--- src/rtl/fu_dispatch_ctrl_pkg.sv ---
// Shared types for the function-unit dispatch controller.
//   fu_id_t    : function-unit indices in dispatch order
//   issue_t    : an issued instruction (target FU + word)
//   br_state_t : branch serialisation state
//   NUM_FU, WORD_W : default unit count and instruction word width
package fu_dispatch_ctrl_pkg;

   localparam int unsigned NUM_FU = 5;
   localparam int unsigned WORD_W = 32;

   typedef enum logic [2:0] {
      FU_ALU    = 3'd0,
      FU_SLDST  = 3'd1,
      FU_BRANCH = 3'd2,
      FU_MLDST  = 3'd3,
      FU_GEMM   = 3'd4
   } fu_id_t;

   typedef struct packed {
      fu_id_t            fu;
      logic [WORD_W-1:0] word;
   } issue_t;

   typedef enum logic {
      BR_IDLE,
      BR_PENDING
   } br_state_t;

endpackage

--- src/rtl/fu_dispatch_ctrl_if.sv ---
// Dispatch and issue bus between the dispatch stage, the controller and
// the function units.
//   disp_valid/disp_ready/disp_fu_index/disp_word : dispatch handshake
//   issue_valid/issue_word                         : one-hot issue to FUs
//   fu_done                                        : per-FU completion pulse
//   fu_busy                                        : per-FU busy status
// master = dispatch/FU side, slave = controller.
interface fu_dispatch_ctrl_if #(
   parameter int unsigned NUM_FU = 5,
   parameter int unsigned WORD_W = 32
);
   logic              disp_valid;
   logic              disp_ready;
   logic [2:0]        disp_fu_index;
   logic [WORD_W-1:0] disp_word;
   logic [NUM_FU-1:0] issue_valid;
   logic [WORD_W-1:0] issue_word;
   logic [NUM_FU-1:0] fu_done;
   logic [NUM_FU-1:0] fu_busy;

   modport master (
      output disp_valid, disp_fu_index, disp_word, fu_done,
      input  disp_ready, issue_valid, issue_word, fu_busy
   );

   modport slave (
      input  disp_valid, disp_fu_index, disp_word, fu_done,
      output disp_ready, issue_valid, issue_word, fu_busy
   );
endinterface

--- src/rtl/fu_dispatch_ctrl_fu_busy_tracker.sv ---
// Per-FU occupancy tracker: busy bit, watchdog counter and spurious-done
// detection. A pipelined FU never becomes busy and ignores its done.
//   clk, rst     : clock, asynchronous active-high reset
//   issue        : instruction accepted for this FU this cycle
//   done         : FU completion pulse
//   clr          : clear sticky errors
//   busy         : FU occupied
//   spurious     : sticky, done seen while not busy
//   timeout_err  : sticky, busy for TIMEOUT cycles
module fu_busy_tracker #(
   parameter bit          PIPELINED = 1'b0,
   parameter int unsigned TIMEOUT   = 1024
) (
   input  logic clk,
   input  logic rst,
   input  logic issue,
   input  logic done,
   input  logic clr,
   output logic busy,
   output logic spurious,
   output logic timeout_err
);
   localparam int unsigned CNT_W = $clog2(TIMEOUT + 1);

   logic [CNT_W-1:0] cnt_q;
   logic             issue_np;
   logic             done_np;
   logic             rel;
   logic             expire;

   assign issue_np = issue & ~PIPELINED;
   assign done_np  = done & ~PIPELINED;
   assign rel      = busy & done_np;
   // Counter holds completed busy cycles; the edge that brings it to
   // TIMEOUT (or keeps it saturated there) raises the error.
   assign expire   = busy & ~done_np & (cnt_q >= CNT_W'(TIMEOUT - 1));

   always_ff @(posedge clk or posedge rst) begin
      if (rst) begin
         busy        <= 1'b0;
         cnt_q       <= '0;
         spurious    <= 1'b0;
         timeout_err <= 1'b0;
      end else begin
         if (issue_np) begin
            busy  <= 1'b1;
            cnt_q <= '0;
         end else if (rel) begin
            busy  <= 1'b0;
            cnt_q <= '0;
         end else if (busy && (cnt_q != CNT_W'(TIMEOUT))) begin
            cnt_q <= cnt_q + 1'b1;
         end
         spurious    <= (done_np & ~busy) | (spurious & ~clr);
         timeout_err <= expire | (timeout_err & ~clr);
      end
   end
endmodule

--- src/rtl/fu_dispatch_ctrl.sv ---
// Issue-stage controller: accepts one dispatched instruction per cycle,
// routes it to its FU one cycle later, blocks on busy FUs and on an
// outstanding branch, and reports protocol errors and hung FUs.
//   clk, rst        : clock, asynchronous active-high reset
//   bus             : dispatch/issue interface (slave side)
//   err_clr         : synchronous clear of all sticky errors
//   branch_pending  : a branch is outstanding
//   err_bad_fu      : sticky, out-of-range FU index dispatched
//   err_spurious    : sticky per FU, done without a busy FU
//   timeout_err     : sticky per FU, watchdog expired
module fu_dispatch_ctrl #(
   parameter int unsigned       NUM_FU       = 5,
   parameter logic [NUM_FU-1:0] FU_PIPELINED = 5'b00001,
   parameter int unsigned       TIMEOUT      = 1024,
   parameter int unsigned       WORD_W       = 32
) (
   input  logic              clk,
   input  logic              rst,
   fu_dispatch_ctrl_if.slave bus,
   input  logic              err_clr,
   output logic              branch_pending,
   output logic              err_bad_fu,
   output logic [NUM_FU-1:0] err_spurious,
   output logic [NUM_FU-1:0] timeout_err
);
   import fu_dispatch_ctrl_pkg::*;

   localparam int unsigned BR = int'(FU_BRANCH);
   // The branch unit is always tracked as non-pipelined.
   localparam logic [NUM_FU-1:0] PIPE_EFF = FU_PIPELINED & ~(NUM_FU'(1) << BR);

   logic [NUM_FU-1:0] sel;
   logic              bad_idx;
   logic              disp_ready;
   logic              fire;
   logic [NUM_FU-1:0] fire_sel;
   logic [NUM_FU-1:0] fu_busy;
   logic [NUM_FU-1:0] issue_valid_q;
   logic [WORD_W-1:0] issue_word_q;
   br_state_t         br_state_q;
   br_state_t         br_state_d;

   always_comb begin
      sel = '0;
      for (int unsigned i = 0; i < NUM_FU; i++) begin
         sel[i] = (bus.disp_fu_index == 3'(i));
      end
   end

   // An out-of-range index decodes to no FU and is always accepted.
   assign bad_idx    = ~|sel;
   assign disp_ready = ~rst & ~branch_pending &
                       (bad_idx | (|(sel & (PIPE_EFF | ~fu_busy))));
   assign fire       = bus.disp_valid & disp_ready;
   assign fire_sel   = fire ? sel : '0;

   // Branch serialisation FSM
   always_ff @(posedge clk or posedge rst) begin
      if (rst) begin
         br_state_q <= BR_IDLE;
      end else begin
         br_state_q <= br_state_d;
      end
   end

   always_comb begin
      br_state_d = br_state_q;
      unique case (br_state_q)
         BR_IDLE:    if (fire_sel[BR])     br_state_d = BR_PENDING;
         BR_PENDING: if (bus.fu_done[BR])  br_state_d = BR_IDLE;
         default:                          br_state_d = BR_IDLE;
      endcase
   end

   always_comb begin
      branch_pending = (br_state_q == BR_PENDING);
   end

   // Issue register and bad-index error
   always_ff @(posedge clk or posedge rst) begin
      if (rst) begin
         issue_valid_q <= '0;
         issue_word_q  <= '0;
         err_bad_fu    <= 1'b0;
      end else begin
         issue_valid_q <= fire_sel;
         if (|fire_sel) begin
            issue_word_q <= bus.disp_word;
         end
         err_bad_fu <= (fire & bad_idx) | (err_bad_fu & ~err_clr);
      end
   end

   for (genvar i = 0; i < NUM_FU; i++) begin : g_fu
      fu_busy_tracker #(
         .PIPELINED (PIPE_EFF[i]),
         .TIMEOUT   (TIMEOUT)
      ) u_trk (
         .clk         (clk),
         .rst         (rst),
         .issue       (fire_sel[i]),
         .done        (bus.fu_done[i]),
         .clr         (err_clr),
         .busy        (fu_busy[i]),
         .spurious    (err_spurious[i]),
         .timeout_err (timeout_err[i])
      );
   end

   assign bus.disp_ready  = disp_ready;
   assign bus.issue_valid = issue_valid_q;
   assign bus.issue_word  = issue_word_q;
   assign bus.fu_busy     = fu_busy;
endmodule

--- src/flat_wrapper.sv ---
// flat-port wrapper written by rule: the top's interface ports become plain ports
module fu_dispatch_ctrl_flat import fu_dispatch_ctrl_pkg::*;
#(
   parameter int unsigned       NUM_FU       = 5,
   parameter logic [NUM_FU-1:0] FU_PIPELINED = 5'b00001,
   parameter int unsigned       TIMEOUT      = 1024,
   parameter int unsigned       WORD_W       = 32
)
  (clk, rst, err_clr, branch_pending, err_bad_fu, err_spurious, timeout_err, bus_disp_valid, bus_disp_fu_index, bus_disp_word, bus_fu_done, bus_disp_ready, bus_issue_valid, bus_issue_word, bus_fu_busy);
  fu_dispatch_ctrl_if #(.NUM_FU(NUM_FU), .WORD_W(WORD_W)) bus_i ();
  input  logic clk;
  input  logic rst;
  input  logic err_clr;
  output logic branch_pending;
  output logic err_bad_fu;
  output logic [NUM_FU-1:0] err_spurious;
  output logic [NUM_FU-1:0] timeout_err;
  input wire logic [$bits(bus_i.disp_valid)-1:0] bus_disp_valid;
  input wire logic [$bits(bus_i.disp_fu_index)-1:0] bus_disp_fu_index;
  input wire logic [$bits(bus_i.disp_word)-1:0] bus_disp_word;
  input wire logic [$bits(bus_i.fu_done)-1:0] bus_fu_done;
  output wire logic [$bits(bus_i.disp_ready)-1:0] bus_disp_ready;
  output wire logic [$bits(bus_i.issue_valid)-1:0] bus_issue_valid;
  output wire logic [$bits(bus_i.issue_word)-1:0] bus_issue_word;
  output wire logic [$bits(bus_i.fu_busy)-1:0] bus_fu_busy;
  assign bus_i.disp_valid = bus_disp_valid;
  assign bus_i.disp_fu_index = bus_disp_fu_index;
  assign bus_i.disp_word = bus_disp_word;
  assign bus_i.fu_done = bus_fu_done;
  assign bus_disp_ready = bus_i.disp_ready;
  assign bus_issue_valid = bus_i.issue_valid;
  assign bus_issue_word = bus_i.issue_word;
  assign bus_fu_busy = bus_i.fu_busy;
  fu_dispatch_ctrl #(.NUM_FU(NUM_FU), .FU_PIPELINED(FU_PIPELINED), .TIMEOUT(TIMEOUT), .WORD_W(WORD_W)) u_core (.clk(clk), .rst(rst), .bus(bus_i), .err_clr(err_clr), .branch_pending(branch_pending), .err_bad_fu(err_bad_fu), .err_spurious(err_spurious), .timeout_err(timeout_err));
endmodule
--- config.mk ---
export PLATFORM = sky130hd
export DESIGN_NAME = fu_dispatch_ctrl_flat
export DESIGN_NICKNAME = d
export VERILOG_FILES = /design/src/rtl/fu_dispatch_ctrl_pkg.sv /design/src/rtl/fu_dispatch_ctrl_if.sv /design/src/rtl/fu_dispatch_ctrl_fu_busy_tracker.sv /design/src/rtl/fu_dispatch_ctrl.sv /design/src/flat_wrapper.sv
export SDC_FILE = /design/constraint.sdc
export NUM_CORES = 1
export LEC_CHECK = 0
export BUFFER_PORTS_ARGS = -buffer_cell sky130_fd_sc_hd__clkbuf_2
export CAP_MARGIN = 40
export CORE_UTILIZATION = 55
export DETAILED_ROUTE_END_ITERATION = 10
export HOLD_SLACK_MARGIN = 0.12
export PLACE_DENSITY = 0.8
export SYNTH_ARGS = -nofsm -noshare
export SYNTH_HDL_FRONTEND = slang
export SYNTH_SLANG_ARGS = --single-unit
--- constraint.sdc ---
create_clock -name clk -period 3.87 [get_ports clk]
set_clock_uncertainty 0.05 [all_clocks]
set_input_delay 0.387 -clock clk [delete_from_list [all_inputs] [get_ports clk]]
set_output_delay 0.387 -clock clk [all_outputs]
set_load 0.03 [all_outputs]
# After elaboration in Yosys (flattened, before gate mapping)
# Cells that the tools add are included.
dict set report classes {
  addsub 4
  n_reduce_logical 17
  n_mux 24
  magnitude_cmp 4
  n_bitwise 54
  n_eq_ne 8
}
# op count
set op_table {}
lappend op_table {{2-to-1 mux 11 bit} 12}
lappend op_table {{adder 11 x 1 -> 11 bit, second input constant} 4}
lappend op_table {{greater-or-equal comparator 11 x 10 -> 1 bit, second input constant} 4}
lappend op_table {{!= test 11 bit, second input constant} 4}
lappend op_table {{bitwise AND 1 bit} 31}
lappend op_table {{OR reduction 5 bit} 3}
lappend op_table {{nonzero test 3 bit} 4}
lappend op_table {{inverter 1 bit} 11}
lappend op_table {{2-to-1 mux 1 bit} 10}
lappend op_table {{bitwise OR 1 bit} 10}
lappend op_table {{nonzero test 2 bit} 4}
lappend op_table {{== test 3 x 2 -> 1 bit, second input constant} 2}
lappend op_table {{bitwise AND 5 bit} 1}
lappend op_table {{2-to-1 mux 5 bit} 1}
lappend op_table {{inverter 5 bit} 1}
lappend op_table {{logical AND 1 bit} 4}
lappend op_table {{== test 3 x 1 -> 1 bit, second input constant} 1}
lappend op_table {{== test 3 bit, second input constant} 1}
lappend op_table {{zero test 3 bit} 1}
lappend op_table {{one-hot mux 1 bit (2 select lines)} 1}
lappend op_table {{zero test 1 bit} 1}
dict set report word_totals {
  out_inout_bits 55
  input_bits 44
  reg_bits 97
}

# Longest topological paths before layout
# Gate-level depths: netlist of the first run.
dict set report logic_depth {
  ltp_word 9
  mapped_depth 6
}

# By module
# A second synthesis of the first run with hierarchy kept.
dict set report hier_totals {
  cells_unflattened 424
  area_unflattened_um2 4768.3
}
# mod n_inst cells_each area_per_inst_um2
set by_module_without_submodules {}
lappend by_module_without_submodules {{fu_busy_tracker (u_core.g_fu[1].u_trk ...)} 4 79 753.2}
lappend by_module_without_submodules {fu_dispatch_ctrl 1 101 1677.9}
lappend by_module_without_submodules {{fu_busy_tracker (u_core.g_fu[0].u_trk)} 1 7 77.6}

# Least setup slack after synthesis of the first run
# OpenSTA, ideal clock, no wires.
dict set report synth_path {
  path_kind {register -> output}
  from {register u_core.g_fu[1].u_trk.busy}
  to {output port bus_disp_ready}
  path_slack_ns 1.878
  stages_incl_launch_ff 5
  t_arrival_ns 1.555
  path_cell_list {dfrtp_1 > clkbuf_1 > a21oi_1 > o22ai_1 > a21boi_0}
}
dict set report synth_via {
  elab_chain_len 5
}
# element line
set synth_rtl {}
lappend synth_rtl {{from (decl)} fu_dispatch_ctrl_fu_busy_tracker.sv:19} ;# output logic busy,
lappend synth_rtl {{from (signal assigned)} fu_dispatch_ctrl_fu_busy_tracker.sv:40} ;# busy <= 1'b0;
lappend synth_rtl {{from (signal assigned)} fu_dispatch_ctrl_fu_busy_tracker.sv:46} ;# busy <= 1'b1;
lappend synth_rtl {{from (signal assigned)} fu_dispatch_ctrl_fu_busy_tracker.sv:49} ;# busy <= 1'b0;
lappend synth_rtl {{inverter 5 bit} fu_dispatch_ctrl.sv:53} ;# (bad_idx | (|(sel & (PIPE_EFF | ~fu_busy))));
lappend synth_rtl {{bitwise AND 5 bit} fu_dispatch_ctrl.sv:53}
lappend synth_rtl {{OR reduction 5 bit} fu_dispatch_ctrl.sv:53}
lappend synth_rtl {{bitwise OR 1 bit} fu_dispatch_ctrl.sv:53}
lappend synth_rtl {{bitwise AND 1 bit} fu_dispatch_ctrl.sv:52} ;# assign disp_ready = ~rst & ~branch_pending &
lappend synth_rtl {{to (decl)} flat_wrapper.sv:22} ;# output wire logic [$bits(bus_i.disp_ready)-1:0] bus_disp_ready;
# No other way between the ends.

# Final worst setup path of the first run
dict set report layout_path {
  from {register u_core.g_fu[3].u_trk.busy}
  to {register u_core.issue_word_q[31], in the netlist u_core.bus.issue_word[31]}
}
dict set report layout_via {
  elab_chain_len 8
}
# element line
set layout_rtl {}
lappend layout_rtl {{from (decl)} fu_dispatch_ctrl_fu_busy_tracker.sv:19}
lappend layout_rtl {{from (signal assigned)} fu_dispatch_ctrl_fu_busy_tracker.sv:40}
lappend layout_rtl {{from (signal assigned)} fu_dispatch_ctrl_fu_busy_tracker.sv:46}
lappend layout_rtl {{from (signal assigned)} fu_dispatch_ctrl_fu_busy_tracker.sv:49}
lappend layout_rtl {{inverter 5 bit} fu_dispatch_ctrl.sv:53}
lappend layout_rtl {{bitwise AND 5 bit} fu_dispatch_ctrl.sv:53}
lappend layout_rtl {{OR reduction 5 bit} fu_dispatch_ctrl.sv:53}
lappend layout_rtl {{bitwise OR 1 bit} fu_dispatch_ctrl.sv:53}
lappend layout_rtl {{bitwise AND 1 bit} fu_dispatch_ctrl.sv:52}
lappend layout_rtl {{bitwise AND 1 bit} fu_dispatch_ctrl.sv:54} ;# assign fire = bus.disp_valid & disp_ready;
lappend layout_rtl {{2-to-1 mux 5 bit} fu_dispatch_ctrl.sv:55} ;# assign fire_sel = fire ? sel : '0;
lappend layout_rtl {{OR reduction 5 bit} fu_dispatch_ctrl.sv:87} ;# if (|fire_sel) begin
lappend layout_rtl {{to (signal assigned)} fu_dispatch_ctrl.sv:88} ;# issue_word_q <= bus.disp_word;
lappend layout_rtl {{to (decl)} fu_dispatch_ctrl.sv:39} ;# logic [WORD_W-1:0] issue_word_q;
# No other way between the ends.
# A chain may end at the register's enable or synchronous reset.

==> impl_metrics.tcl, run 1 <==
set metrics [dict create \
    yosys_warnings 0 \
    die_y_um 94.7 \
    numCtsBuffers 9 \
    synth.most_common_cell "dfrtp_1" \
    start_util 0.572 \
    wl_per_cell_um 15.7 \
    clock_latency_ns 0.35 \
    end_kind "flop" \
    vdd_drop_max_v 0.000296 \
    vias_per_cell 5.61 \
    place_congestion 0.883 \
    fin_crit_sh 0.653 \
    cts_htree_levels 3 \
    worstPathMaxFanout 18 \
    tightest_slew_ns 0.763 \
    die-area_um2 8960 \
    synthArstFlopShare 1.00 \
    netlist_instances 429 \
    grt_max_degree 38 \
    pre_cts_slack_ns 1.34 \
    fmax_ghz 0.396 \
    crit_type "flop to flop" \
    grt_first_pass_wirelength_um 15800 \
    p_leak_nw 2.64 \
    period_needed_ns 2.53 \
    cpPeakStageDelay_ns 0.65 \
    grt_pass1_vias 3332 \
    crit_chain "mux2_4, a221oi_2, o211ai_4, buf_4, mux2_2" \
    ys_top_cells_by_area "dfrtp_1, mux2_4, xnor2_1" \
    dp.cells 604 \
    port_buffers 96 \
    cts_tree "yes" \
    drc 0 \
    rsz0062_at_grt "false" \
    synth_edf_count 0 \
    maxSlewHeadroom 0.484 \
    fill_cells 652 \
    hp-class "primary input to flop" \
    dp_hpwl_um 6760 \
    vias 3485 \
    ant_nets 0 \
    setup_ws_ns 1.34 \
    wirelength_um 9740 \
    synth_cell_type_count 51 \
    hold_viol_final 0 \
    slew_violations 0 \
    path_buf_inv 1 \
    core.rowCount 33 \
    area_growth_pct 15.0 \
    fin_cells 621 \
    cp-start-kind "flop" \
    yosysTopAreaCell "dfrtp_1" \
    antenna_found_initial 0 \
    clkTransAtPathRegs_ns 0.10 \
    synth_top_area_frac 0.514 \
    antenna_cells 0 \
    yosys-top-cells-count "dfrtp_1, inv_1, nor2_1, mux2_4, nor3_1" \
    firstDrtPassIters 4 \
    clockBufferDepth 2 \
    core_area_um2 8260 \
    maxCapViolCount 0 \
    io_pins 99 \
    critPathSlowestCell "o211ai_4" \
    dr.first_iter.drc_count 186 \
    synth-main-ff-cell "dfrtp_1" \
    track_usage 0.230 \
    layout.nets 563 \
    placed_area_um2 5170 \
    clockRootBuffer "clkbuf_8" \
    worstPathRequired_ns 4.07 \
    finalSetupViolations 0 \
    clkSinkCount 97 \
    layout-drive-gt1-share 0.300 \
    dieWidth_um 94.7 \
    cp.arrival_ns 2.72 \
    yosysSeqAreaShare 0.514 \
    stdcell_area_um2 5430 \
    syn_nets 481 \
    tns_ns 0 \
    post_synth.cell_area_avg_um2 11.0 \
    status "complete, no violations" \
    cts_resized 0 \
    power_density_nw_per_um2 515 \
    syn_area_um2 4720 \
    synth-seq-cells 97 \
    grt_overflow_total 0 \
    path_delay_family "compound AO/OA/AOI/OAI gates" \
]
[sequential cells by signal, indices dropped and copies added (netlist names)]
register                       count
u_core.bus.issue_valid             5
u_core.g_fu.u_trk.cnt_q           44
u_core.branch_pending              1
u_core.g_fu.u_trk.spurious         5
u_core.g_fu.u_trk.busy             4
u_core.err_bad_fu                  1
u_core.g_fu.u_trk.timeout_err      5
u_core.bus.issue_word             32
[worst reg2reg max path, cell delays in order (launching register included)]
cell,delay (ns)
dfrtp_1,0.59
mux2_4,0.23
a221oi_2,0.08
o211ai_4,0.65
buf_4,0.45
mux2_2,0.38
[power by group]
part	internal (mW)	leakage, nW	switching [mW]
combinational	0.286	1.26	0.389
clock	0.437	0.122	0.361
sequential	1.17	1.26	0.159
[path summary, 6_finish.rpt]
path	start	end	slack, ns	cells after the start
setup / recovery	u_core.g_fu[3].u_trk.busy$_DFFE_PP0P_	u_core.bus.issue_word[31]$_DFFE_PP0P_	1.34	5
hold / removal	bus_disp_word[25]	u_core.bus.issue_word[25]$_DFFE_PP0P_	0.20	2
setup reg to reg	u_core.g_fu[3].u_trk.busy$_DFFE_PP0P_	u_core.bus.issue_word[31]$_DFFE_PP0P_	1.34	5
hold reg to reg	u_core.g_fu[0].u_trk.timeout_err$_DFF_PP0_	u_core.g_fu[0].u_trk.timeout_err$_DFF_PP0_	0.46	1
max in group asynchronous	rst	u_core.bus.issue_word[10]$_DFFE_PP0P_	2.38	4
min in group asynchronous	rst	u_core.g_fu[4].u_trk.cnt_q[2]$_DFFE_PP0P_	0.57	3
[cell families after synthesis]
kind of cell	count (synthesis)	share of synthesized area
buffers and inverters	66	0.0723
other	1	0.000794
AO/OA/AOI/OAI	46	0.0673
adder cells (fa/ha/maj)	8	0.0212
multiplexers	37	0.112
AND/OR/NAND/NOR	142	0.153
XOR/XNOR	32	0.0594
flip-flops	97	0.514
[per-layer routing]
| layer | share of wire | GRT usage |
|---|---|---|
| met5 | 0 | 0 |
| met4 | 0.022 | 0.106 |
| met3 | 0.046 | 0.0435 |
| met2 | 0.50 | 0.362 |
| met1 | 0.43 | 0.309 |
[metrics by stage]
step / util / hold slack (ns) / total power [mW]
6_report: 0.658 / 0.202 / 2.80
5_1_grt: 0.658 / 0.187 / 2.94
4_1_cts: 0.658 / 0.188 / 2.82
3_5_place_dp: 0.626 / 0.406 / 2.01
3_3_place_gp: 0.624 / 0.394 / 1.97
2_1_floorplan: - / 0.403 / 1.82
[repair_timing]
item / 4_1_cts / 5_1_grt
setup buffers: 0 / 0
hold endpoints to repair: 25 / 0
hold buffers: 1 / 0
[cell usage in the layout (no fill, tap or decap), types with 2 or more instances in the layout]
cell type	instances
nand3_1	11
nand3b_1	2
dfrtp_1	97
inv_1	34
a211oi_1	2
nor3_1	31
or4_1	3
clkbuf_2	96
nor4_1	9
nor4b_1	2
buf_4	5
nand2b_1	3
nor2b_1	3
nand2_1	22
ha_1	8
bufinv_16	3
nand4_1	11
or3_1	3
mux2i_1	4
xor2_1	9
a21boi_0	2
o22ai_1	10
a21oi_1	10
xnor2_1	23
clkbuf_8	9
o21ai_0	5
and3_1	3
mux2_4	31
mux2_2	2
a41oi_1	2
a31oi_1	3
nor2_1	33
[final cells by class]
cell class / instances / area (um2) / area share
tap: 105 / 131 / 0.0242
clock inverter: 7 / 126 / 0.0233
inverter: 35 / 133 / 0.0244
sequential: 97 / 2430 / 0.447
multi-input combinational: 266 / 1960 / 0.361
clock buffer: 9 / 124 / 0.0228
timing repair buffer: 102 / 528 / 0.0972
Note: power is estimated with default switching activity, not from simulation.
==> inputs of run 2 (changes only) <==
--- a/config.mk
+++ b/config.mk
@@ -5,12 +5,13 @@
 export SDC_FILE = /design/constraint.sdc
 export NUM_CORES = 1
 export LEC_CHECK = 0
+export ABC_AREA = 1
 export BUFFER_PORTS_ARGS = -buffer_cell sky130_fd_sc_hd__clkbuf_2
 export CAP_MARGIN = 40
-export CORE_UTILIZATION = 55
+export CORE_UTILIZATION = 50
 export DETAILED_ROUTE_END_ITERATION = 10
 export HOLD_SLACK_MARGIN = 0.12
-export PLACE_DENSITY = 0.8
+export PLACE_DENSITY = 0.76
 export SYNTH_ARGS = -nofsm -noshare
 export SYNTH_HDL_FRONTEND = slang
 export SYNTH_SLANG_ARGS = --single-unit
==> constraint.sdc (replaced) <==
create_clock -name clk -period 2.2 [get_ports clk]
set_clock_uncertainty 0.05 [all_clocks]
set_input_delay 0.22 -clock clk [delete_from_list [all_inputs] [get_ports clk]]
set_output_delay 0.22 -clock clk [all_outputs]
set_load 0.03 [all_outputs]
==> impl_metrics.tcl, run 2 <==
set metrics [dict create \
    whs_path_depth 3 \
    layout.nets 830 \
    netlist_instances 653 \
    die_y_um 102 \
    final-seq-area_um2 2430 \
    place_congestion 0.860 \
    period_needed_ns 2.11 \
    wirelength_um 11400 \
    dieWidth_um 102 \
    multi_input_comb_area_um2 2010 \
    synth_cell_type_count 29 \
    clkSinkCount 97 \
    yosysSeqAreaShare 0.483 \
    syn_nets 705 \
    io_pins 99 \
    synth-seq-cells 97 \
    clockRootBuffer "clkbuf_8" \
    cts_htree_levels 3 \
    syn_area_um2 5030 \
    worstPathMaxFanout 6 \
    fin_crit_sh 0.959 \
    grt_pass1_vias 4323 \
    top_register "u_core.g_fu.u_trk.cnt_q" \
    vias 4535 \
    crit_type "primary input to flop" \
    maxCapViolCount 0 \
    antenna_cells 0 \
    fmax_ghz 0.474 \
    dp_hpwl_um 7730 \
    antenna_found_initial 0 \
    wl_per_cell_um 12.4 \
    mostFrequentLayoutCell "nand2_1" \
    grt_max_degree 44 \
    slew_violations 0 \
    numCtsBuffers 9 \
    vias_per_cell 4.95 \
    yosysTopAreaCell "dfrtp_1" \
    yosys_warnings 0 \
    ant_nets 0 \
    layout-drive-gt1-share 0.175 \
    die-area_um2 10500 \
    core.rowCount 36 \
    ys_top_cells_by_area "dfrtp_1, nand2_1, inv_1" \
    post_synth.cell_area_avg_um2 7.70 \
    dr.first_iter.drc_count 152 \
    post_cts_buffers 0 \
    fill_cells 824 \
    placed_area_um2 5580 \
    worstPathRequired_ns 2.46 \
    cts_tree "yes" \
    power_density_nw_per_um2 828 \
    clkTransAtPathRegs_ns 0.09 \
    port_buffers 96 \
    finalSetupViolations 0 \
    end_kind "flop" \
    synth-main-ff-cell "dfrtp_1" \
    area_growth_pct 22.9 \
    hold_viol_final 0 \
    tns_ns 0 \
    clockBufferDepth 2 \
    track_usage 0.234 \
    core_area_um2 9770 \
    synth_top_area_frac 0.483 \
    grt_overflow_total 0 \
    cp.arrival_ns 2.38 \
    hp-class "primary input to flop" \
    setup_ws_ns 0.0891 \
    clock_latency_ns 0.37 \
    tightest_slew_ns 0.694 \
    start_util 0.515 \
    synth.most_common_cell "nand2_1" \
    synth_edf_count 0 \
    reg2reg_depth 5 \
    stdcell_area_um2 6180 \
    drc 0 \
    status "complete, no violations" \
    p_leak_nw 3.34 \
    maxSlewHeadroom 0.536 \
    vdd_drop_max_v 0.000503 \
    cp-start-kind "primary input" \
    largest_register_ffs 44 \
    rsz0062_at_grt "false" \
    yosys-top-cells-count "nand2_1, inv_1, nor2_1, dfrtp_1, nand3_1" \
    synthArstFlopShare 1.00 \
    firstDrtPassIters 7 \
    mostFrequentLayoutCells "nand2_1, inv_1, nor2_1" \
    pre_cts_slack_ns 0.413 \
    hold-worst-slack_ns 0.175 \
    grt_first_pass_wirelength_um 18900 \
]
==> run 2: cell types whose count changed after synthesis, moves of 5 or more <==
cell / previous run / this run
nand2_1: 22 / 145
nor2_1: 33 / 100
mux2_4: 31 / 0
clkbuf_1: 6 / 1
xor2_1: 9 / 14
o21ai_0: 5 / 24
inv_1: 35 / 102
o22ai_1: 10 / 0
nor4_1: 9 / 0
nand3_1: 11 / 45
o21ai_1: 0 / 35
xnor2_1: 23 / 1
nor3_1: 31 / 5
==> run 2: logic make-up (layout without fill, tap and decap cells) <==
family | count (synthesis) | in the layout | share of synthesized area
AOI/OAI and AO/OA | 72 | 72 | 0.0754
buffers and inverters | 136 | 266 | 0.117
and+or+nand+nor | 324 | 324 | 0.278
xor gates and xnor gates | 15 | 15 | 0.0261
adders and majority gates | 8 | 8 | 0.0199
other | 1 | 1 | 0.000746
DFF | 97 | 97 | 0.483
==> run 2: final cells by class <==
cell class,count,share of cell area
Inverter,107,0.0656
Sequential cell,97,0.393
Tap cell,133,0.0269
Clock inverter,5,0.00971
Multi-Input combinational cell,420,0.325
Clock buffer,11,0.0229
Timing Repair Buffer,143,0.157
==> run 2: final timing paths <==
path,startpoint,end,slack [ns]
max,rst,u_core.bus.issue_valid[0]$_DFF_PP0_,0.09
min,bus_disp_valid,u_core.bus.issue_valid[3]$_DFF_PP0_,0.18
max reg2reg,u_core.branch_pending$_DFF_PP0_,u_core.bus.issue_valid[0]$_DFF_PP0_,0.17
min reg2reg,u_core.g_fu[4].u_trk.timeout_err$_DFF_PP0_,u_core.g_fu[4].u_trk.timeout_err$_DFF_PP0_,0.44
max in group asynchronous,rst,u_core.g_fu[2].u_trk.cnt_q[1]$_DFFE_PP0P_,1.04
min in group asynchronous,rst,u_core.g_fu[2].u_trk.cnt_q[8]$_DFFE_PP0P_,0.47
==> run 2: critical path: stages <==
cell	delay, ns
dlygate4sd3_1	0.54
clkbuf_2	0.14
nor2_2	0.35
a21boi_1	0.29
nand2_1	0.09
nor3_1	0.16
dlygate4sd3_1	0.58
==> run 2: metal layers <==
metal	GRT usage	part of all wire	wire, um	vias to the layer above
li1	-	-	-	2260
met1	0.276	0.42	4760	2113
met2	0.393	0.50	5640	130
met3	0.0759	0.057	650	32
met4	0.0978	0.029	329	0
met5	0	0	0	-
==> run 2: power breakdown <==
part	switching, mW	total, mW	internal, mW
clock network	0.640	1.20	0.564
registers	0.346	2.47	2.13
logic	0.918	1.44	0.526
==> run 2: repair_timing <==
action                                  CTS  global route
endpoints found under the setup margin    0             2
endpoints found under the hold margin    75             0
resized for setup                         0             1
hold buffers                             40             0
==> run 2: per-stage QoR <==
stage	instances	total power [mW]	util
finish	916	5.12	0.633
global route	916	5.47	0.633
CTS	916	5.13	0.633
detailed placement	860	3.87	0.571
global placement	860	3.79	0.571
floorplan	653	3.46	-
